--- config.mk ---
export PLATFORM = sky130hd
export DESIGN_NAME = regfile_scoreboard
export DESIGN_NICKNAME = d
export VERILOG_FILES = /design/src/rtl/regfile_scoreboard.sv
export SDC_FILE = /design/constraint.sdc
export NUM_CORES = 2
export LEC_CHECK = 0
export CAP_MARGIN = 10
export CORE_UTILIZATION = 60
export CTS_CLUSTER_SIZE = 24
export DETAILED_ROUTE_END_ITERATION = 10
export GPL_TIMING_DRIVEN = 0
export PLACE_DENSITY_LB_ADDON = 0.12
export SLEW_MARGIN = 40
export SYNTH_ARGS = -nofsm -noshare
export SYNTH_HDL_FRONTEND = slang
export SYNTH_SLANG_ARGS = --single-unit
--- constraint.sdc ---
create_clock -name clk -period 45.7 [get_ports clk]
set_input_delay 9.14 -clock clk [delete_from_list [all_inputs] [get_ports clk]]
set_output_delay 9.14 -clock clk [all_outputs]
set_load 0.01 [all_outputs]
--- src/rtl/regfile_scoreboard.sv ---
// XLEN x NREG register file with NRD combinational read ports, WB->read bypass and a
// per-register pending-write scoreboard driving a decode stall. Optional REGFILE_DEBUG_EN adds debug taps.
module regfile_scoreboard #(
  parameter int XLEN   = 32,
  parameter int NREG   = 32,
  parameter int NRD    = 2,
  parameter int MAXINF = 3,
  localparam int AW    = $clog2(NREG),
  localparam int CW    = $clog2(MAXINF + 1)
) (
  input  logic                clk,
  input  logic                rst,
  input  logic [NRD-1:0]      rd_en,
  input  logic [NRD*AW-1:0]   rd_addr,
  output logic [NRD*XLEN-1:0] rd_data,
  input  logic                iss_valid,
  input  logic [AW-1:0]       iss_rd,
  input  logic                wb_valid,
  input  logic [AW-1:0]       wb_addr,
  input  logic [XLEN-1:0]     wb_data,
  input  logic                flush,
  output logic                stall
`ifdef REGFILE_DEBUG_EN
  ,
  output logic [NREG*XLEN-1:0] dbg_regs,
  output logic [NREG-1:0]      dbg_pending
`endif
);

  logic [XLEN-1:0] regs [NREG];
  logic [CW-1:0]   cnt  [NREG];
  logic            wb_wr;
  logic            iss_fire;
  logic            stall_rd;
  logic            stall_waw;
  logic [NREG-1:0] inc_vec;
  logic [NREG-1:0] dec_vec;

  assign wb_wr    = wb_valid && (wb_addr != '0);
  assign iss_fire = iss_valid && !stall && (iss_rd != '0);

  always_comb begin
    logic [AW-1:0] a;
    a        = '0;
    rd_data  = '0;
    stall_rd = 1'b0;
    for (int unsigned i = 0; i < NRD; i++) begin
      a = rd_addr[i*AW +: AW];
      if (a == '0)
        rd_data[i*XLEN +: XLEN] = '0;
      else if (wb_valid && wb_addr == a)
        rd_data[i*XLEN +: XLEN] = wb_data;
      else
        rd_data[i*XLEN +: XLEN] = regs[a];
      // A single outstanding write landing this cycle is served by the bypass
      if (rd_en[i] && a != '0 &&
          ((cnt[a] > CW'(1)) || (cnt[a] == CW'(1) && !(wb_valid && wb_addr == a))))
        stall_rd = 1'b1;
    end
  end

  assign stall_waw = iss_valid && (iss_rd != '0) && (cnt[iss_rd] == CW'(MAXINF)) &&
                     !(wb_valid && wb_addr == iss_rd);
  assign stall     = stall_rd || stall_waw;

  always_comb begin
    inc_vec = '0;
    dec_vec = '0;
    if (iss_fire) inc_vec[iss_rd] = 1'b1;
    if (wb_wr)    dec_vec[wb_addr] = 1'b1;
  end

  always_ff @(posedge clk or posedge rst) begin
    if (rst) begin
      for (int unsigned r = 0; r < NREG; r++) begin
        regs[r] <= '0;
        cnt[r]  <= '0;
      end
    end else begin
      if (wb_wr) regs[wb_addr] <= wb_data;
      for (int unsigned r = 1; r < NREG; r++) begin
        if (flush)
          cnt[r] <= '0;
        else if (inc_vec[r] && !dec_vec[r])
          cnt[r] <= cnt[r] + CW'(1);
        else if (dec_vec[r] && !inc_vec[r] && cnt[r] != '0)
          cnt[r] <= cnt[r] - CW'(1);
      end
    end
  end

`ifdef REGFILE_DEBUG_EN
  always_comb begin
    dbg_regs    = '0;
    dbg_pending = '0;
    for (int unsigned r = 0; r < NREG; r++) begin
      dbg_regs[r*XLEN +: XLEN] = regs[r];
      dbg_pending[r]           = (cnt[r] != '0);
    end
  end
`endif

endmodule

Word level (Yosys, flattened, before mapping)
Cells that the tools add are included.
{ "word_totals": {"elab_cells": 517, "out_inout_bits": 65, "mem_bits_ro": 0, "register_bits": 1086, "n_memories": 0, "latchBits": 0, "inputBits": 59, "ram_bits": 0} }
{ "op_classes": {"n_mul": 0, "order_cmp": 11, "shift": 0, "muxes": 123, "n_eq_ne": 6, "n_addsub": 62, "div": 0, "bitwise": 4, "n_reduce_logical": 248} }
{ "ops": {"columns": ["cell", "n"], "rows": [
  ["1024-bit bitwise mux", 1],
  ["32-bit two-way mux", 11],
  ["32-bit binary-select mux with 5-bit select", 2],
  ["2-bit two-way mux", 99],
  ["32-bit demux with 5-bit select", 1],
  ["1-bit logical AND", 111],
  ["3-bit nonzero test", 31],
  ["1-bit zero test", 66],
  ["2-bit by 1-bit adder with 2-bit output, second input constant", 31],
  ["2-bit nonzero test", 31],
  ["2-bit by 1-bit subtractor with 2-bit output, second input constant", 31],
  ["2-bit binary-select mux with 5-bit select", 3],
  ["6-bit greater-or-equal comparator, second input constant", 4],
  ["5-bit NOT with 6-bit output", 4],
  ["5-bit nonzero test", 4],
  ["5-bit equality test", 3],
  ["5-bit by 6-bit < comparator with 1-bit output, second input constant", 2],
  ["1-bit demux with 5-bit select", 2],
  ["5-bit by 1-bit greater-or-equal comparator with 1-bit output, second input constant", 2],
  ["5-bit zero test", 2],
  ["6-bit by 1-bit < comparator with 1-bit output, second input constant", 1],
  ["2-bit by 1-bit equality test with 1-bit output, second input constant", 2],
  ["2-bit by 1-bit > comparator with 1-bit output, second input constant", 2],
  ["1-bit two-way mux", 4],
  ["other kinds (2)", 4]
]} }

Depth between registers and ports, before layout
{ "depth": {"word_depth": 21, "depth_mapped": 14} }

Least setup slack after synthesis
OpenSTA, ideal clock, no wires.
{ "synth_timing": {"path_kind": "in2out", "start": "input rd_addr[5]", "end": "output rd_data[55]", "path_buffers": 4, "setup_slack_ns": 24.868, "t_required_ns": 36.560, "cell_stages": 8, "arrival_ns": 11.692, "cell_sequence": "buf_2 > buf_2 > buf_2 > buf_1 > mux4_2 > mux4_2 > mux2i_1 > a211oi_1"} }
{ "synth_between": {"elab_chain_len": 6} }
{ "synth_rtl": {"columns": ["element", "line_no", "text"], "rows": [
  ["start, declared", "14", "input logic [NRD*AW-1:0] rd_addr,"],
  ["5-bit NOT with 6-bit output (implied by the code)", "54", "rd_data[i*XLEN +: XLEN] = regs[a];"],
  ["32-bit binary-select mux with 5-bit select", "54", null],
  ["32-bit two-way mux (implied by the code) (2 in series)", "54", null],
  ["32-bit two-way mux", "51", "else if (wb_valid && wb_addr == a)"],
  ["32-bit two-way mux (*)", "49", "if (a == '0)"],
  ["end, declared", "15", "output logic [NRD*XLEN-1:0] rd_data,"]
]} }
Mark *: on every way between the ends. The rest lies on a longest branch, timed or not. The select of a mux whose other input is x is not followed.

Final worst setup path
{ "layout_timing": {"start": "input rd_addr[1]", "end": "output rd_data[21]"} }
The elaborated chain is that of the path after synthesis.

==> results.py <==
metrics = {
    "drt": {
        "vias": 47600,
        "ant_nets": 0,
        "dr.first_iter.drc_count": 6787,
        "drt_pre_antenna_iters": 9,
        "wl_per_cell_um": 34.4,
        "viasPerCell": 7.31,
        "drc": 0,
        "finalWirelength_um": 224000,
    },
    "floorplanning": {
        "row_count": 116,
        "die_x_um": 322,
        "ioPinCount": 124,
        "fp.dieH_um": 322,
        "dieArea_mm2": 0.103,
        "start_util_pct": 60.9,
        "core_mm2": 0.101,
    },
    "worst_hold_path": {
        "min_from": "regs[992]$_DFFE_PP0P_",
        "hold_path_class": "reg2reg",
        "holdPathEnd": "regs[992]$_DFFE_PP0P_",
        "hold_path_depth": 1,
    },
    "power": {
        "power_density_mw_per_mm2": 42.0,
        "p_leak_nw": 30.2,
        "p_clk_share_pct": 34.1,
        "swShare_pct": 28.9,
        "internal-power_mw": 2.06,
        "p_sw_mw": 0.838,
        "seqPwrFrac_pct": 43.6,
        "combPwrFrac_pct": 22.3,
        "peakVddDrop_v": 0.0000335,
    },
    "synthesis": {
        "yosys_warnings": 2,
        "synth.net_count": 4872,
        "async_flop_share_pct": 100,
        "avgSynthCellArea_um2": 12.7,
        "seq_area_frac_synth_pct": 44.4,
        "synth_area_mm2": 0.0613,
        "ys.flop_type": "dfrtp_1",
        "syn_inst": 4813,
        "netlist-cell-type-count": 62,
        "synth_edf_count": 0,
        "ys_seq_elements": 1086,
    },
    "placed_design": {
        "dpl.hpwl_um": 156000,
        "place_congestion": 1.01,
        "io_buffers": 108,
        "dp.cells": 6300,
    },
    "setup_path": {
        "cp-startpoint": "rd_addr[1]",
        "timing.rr.start": "cnt[14]$_DFFE_PP0P_",
        "cp-start-kind": "input port",
        "rr_endpoint": "cnt[22]$_DFFE_PP0P_",
        "crit_required_ns": 36.56,
        "endpoint_kind": "output pin",
        "worstRegToRegCells": 10,
        "cp_max_fo": 10,
        "rrSetupSlack_ns": 42.17,
        "cp.arrival_ns": 14.49,
        "setup.worst_path.class": "in2out",
    },
    "sta": {
        "finalCriticalPeriod_ns": 23.63,
        "setup_viol": 0,
        "hold_viol": 0,
        "tightestPinTransition_ns": 0.936,
        "rsz0062_at_grt": "false",
        "finalCritPeriodShare_pct": 51.7,
        "fmax_mhz": 42.3,
        "slew_headroom_pct": 37.6,
        "slew_violations": 0,
        "clock-skew-final_ns": 0.0224,
    },
    "clock_tree": {
        "cts_hold_buffers": 0,
        "root_buffer": "clkbuf_16",
        "cts_sinks": 1086,
        "clkSlewWorstSetupHoldPaths_ns": 0.05,
        "cts_setup_buffers": 0,
        "numCtsBuffers": 116,
        "htree_levels": 3,
        "cts_buffer_depth": 3,
        "clkLatencyLatePin_ns": 0.74,
        "cts_tree": "built",
        "cts_resized": 0,
    },
    "final_layout": {
        "drive_gt1_share_pct": 35.2,
        "fin_util_pct": 68.4,
        "seq_area_mm2": 0.0272,
        "syn_to_final_growth_pct": 12.4,
        "multi_input_area_mm2": 0.0321,
        "layout.nets": 5120,
        "layout_commonest_cell": "nand2_1",
        "instances_no_fill": 6518,
        "final_cell_mix": "1128 x nand2_1, 1086 x dfrtp_1, 674 x mux4_2, 644 x mux2_2, 303 x clkbuf_1",
        "n_fill_cell": 7177,
    },
    "grt": {
        "grt_max_degree": 81,
        "grt_pass1_vias": 47100,
        "antenna_found_initial": 5,
        "overflow": 0,
        "grt_first_pass_wirelength_um": 325000,
        "grt_usage_pct": 44.2,
    },
    "flow_run": {
        "cap_violations": 0,
    },
    "outcome": {
        "outcome": "finished clean",
    },
}
routing by layer:
| layer | GRT usage [%] | vias up | wire length [µm] |
|---|---|---|---|
| met3 | 15.5 | 993 | 30400 |
| met5 | 1.28 | - | 190 |
| li1 | - | 18300 | - |
| met2 | 63.8 | 3697 | 98000 |
| met1 | 57.0 | 24600 | 77900 |
| met4 | 28.4 | 8 | 17400 |
critical path, stage by stage:
cell and delay [ns]:
clkdlybuf4s50_1 0.58, buf_1 0.63, clkbuf_1 0.77, clkbuf_2 0.58, clkbuf_1 0.69, mux4_2 0.42, mux4_2 0.53, mux2i_1 0.40
a211oi_1 0.18, clkdlybuf4s50_1 0.53
how the worst max path moves through the flow:
stage | to | slack [ns] | cells past startpoint
2_1_floorplan | cnt[0]$_DFFE_PP0P_ | 5.99 | 1
3_3_place_gp | regs[967]$_DFFE_PP0P_ | -6.91 | 2
3_5_place_dp | rd_data[11] | 22.11 | 10
4_1_cts | rd_data[11] | 22.07 | 10
5_1_grt | rd_data[21] | 22.10 | 10
6_report | rd_data[21] | 22.07 | 10
stage by stage:
| step | total power, mW | setup TNS [ns] | worst slack (ns) | area (µm²) | hold slack, ns |
|---|---|---|---|---|---|
| 2_1_floorplan | 1.68 | 0 | 5.99 | 61300 | 0.441 |
| 3_3_place_gp | 1.87 | -7227.48 | -6.91 | 64000 | 0.452 |
| 3_5_place_dp | 1.90 | 0 | 22.11 | 64900 | 0.468 |
| 4_1_cts | 2.87 | 0 | 22.07 | 68800 | 0.480 |
| 5_1_grt | 2.98 | 0 | 22.10 | 68800 | 0.494 |
| 6_report | 2.89 | 0 | 22.07 | 68800 | 0.477 |
synth_stat cells (4+ instances only):
master | n | area share (%)
mux2i_1 | 92 | 1.5
a32o_1 | 18 | 0.29
nor3b_1 | 25 | 0.31
a21oi_1 | 7 | 0.057
a22o_1 | 15 | 0.21
mux4_2 | 674 | 25
o2111ai_1 | 9 | 0.13
buf_4 | 5 | 0.061
nand4_1 | 29 | 0.30
o21ai_0 | 6 | 0.049
a311oi_1 | 9 | 0.13
nor4_1 | 16 | 0.16
nand2_1 | 1130 | 6.9
and2_1 | 5 | 0.051
buf_2 | 48 | 0.39
a311oi_2 | 9 | 0.22
a2111oi_2 | 6 | 0.15
a41oi_1 | 14 | 0.20
a2111oi_1 | 4 | 0.065
clkbuf_1 | 417 | 2.6
nand3b_1 | 38 | 0.47
buf_1 | 38 | 0.23
nand2b_1 | 5 | 0.051
nor2b_1 | 6 | 0.061
nor3_1 | 23 | 0.19
a2111oi_0 | 8 | 0.11
a31oi_1 | 21 | 0.21
inv_1 | 5 | 0.031
xor2_1 | 12 | 0.17
or3b_2 | 9 | 0.13
nand3_1 | 50 | 0.41
mux2_2 | 644 | 12
a311oi_4 | 5 | 0.21
dfrtp_1 | 1086 | 44
o211ai_1 | 22 | 0.27
nor2_1 | 187 | 1.1
and3b_1 | 4 | 0.057
a211oi_1 | 68 | 0.83
cell type report:
type	instances	share of cell area (%)
clock buffers	161	4.86
multi-input cells	3207	46.7
inverters	7	0.0491
repair buffers	130	2.37
diodes	7	0.0254
well taps	1357	2.47
clock inverters	50	0.820
plain buffers	513	3.26
flip-flops and latches	1086	39.5
power groups by stage:
stage / logic, mW / clock network, mW / registers [mW]
2_1_floorplan: 0.455 / 0 / 1.23
3_3_place_gp: 0.611 / 0 / 1.26
3_5_place_dp: 0.634 / 0 / 1.27
4_1_cts: 0.638 / 0.983 / 1.25
5_1_grt: 0.677 / 1.02 / 1.28
6_report: 0.647 / 0.987 / 1.26
cell families (layout without fill, tap and decap cells):
logic type,after synthesis,count (layout),share of synthesized area (%)
muxes,1412,1412,38.2
DFF,1086,1086,44.4
and+or+nand+nor,1545,1545,10.5
buffers and inverters,520,861,3.38
AOI/OAI and AO/OA,235,235,3.34
xor gates and xnor gates,15,15,0.214
other,0,7,0
registers in the layout, summed over array words and instances, names as in the netlist:
register	count
regs	1024
cnt	62
Power figures use the tool's default switching activity.
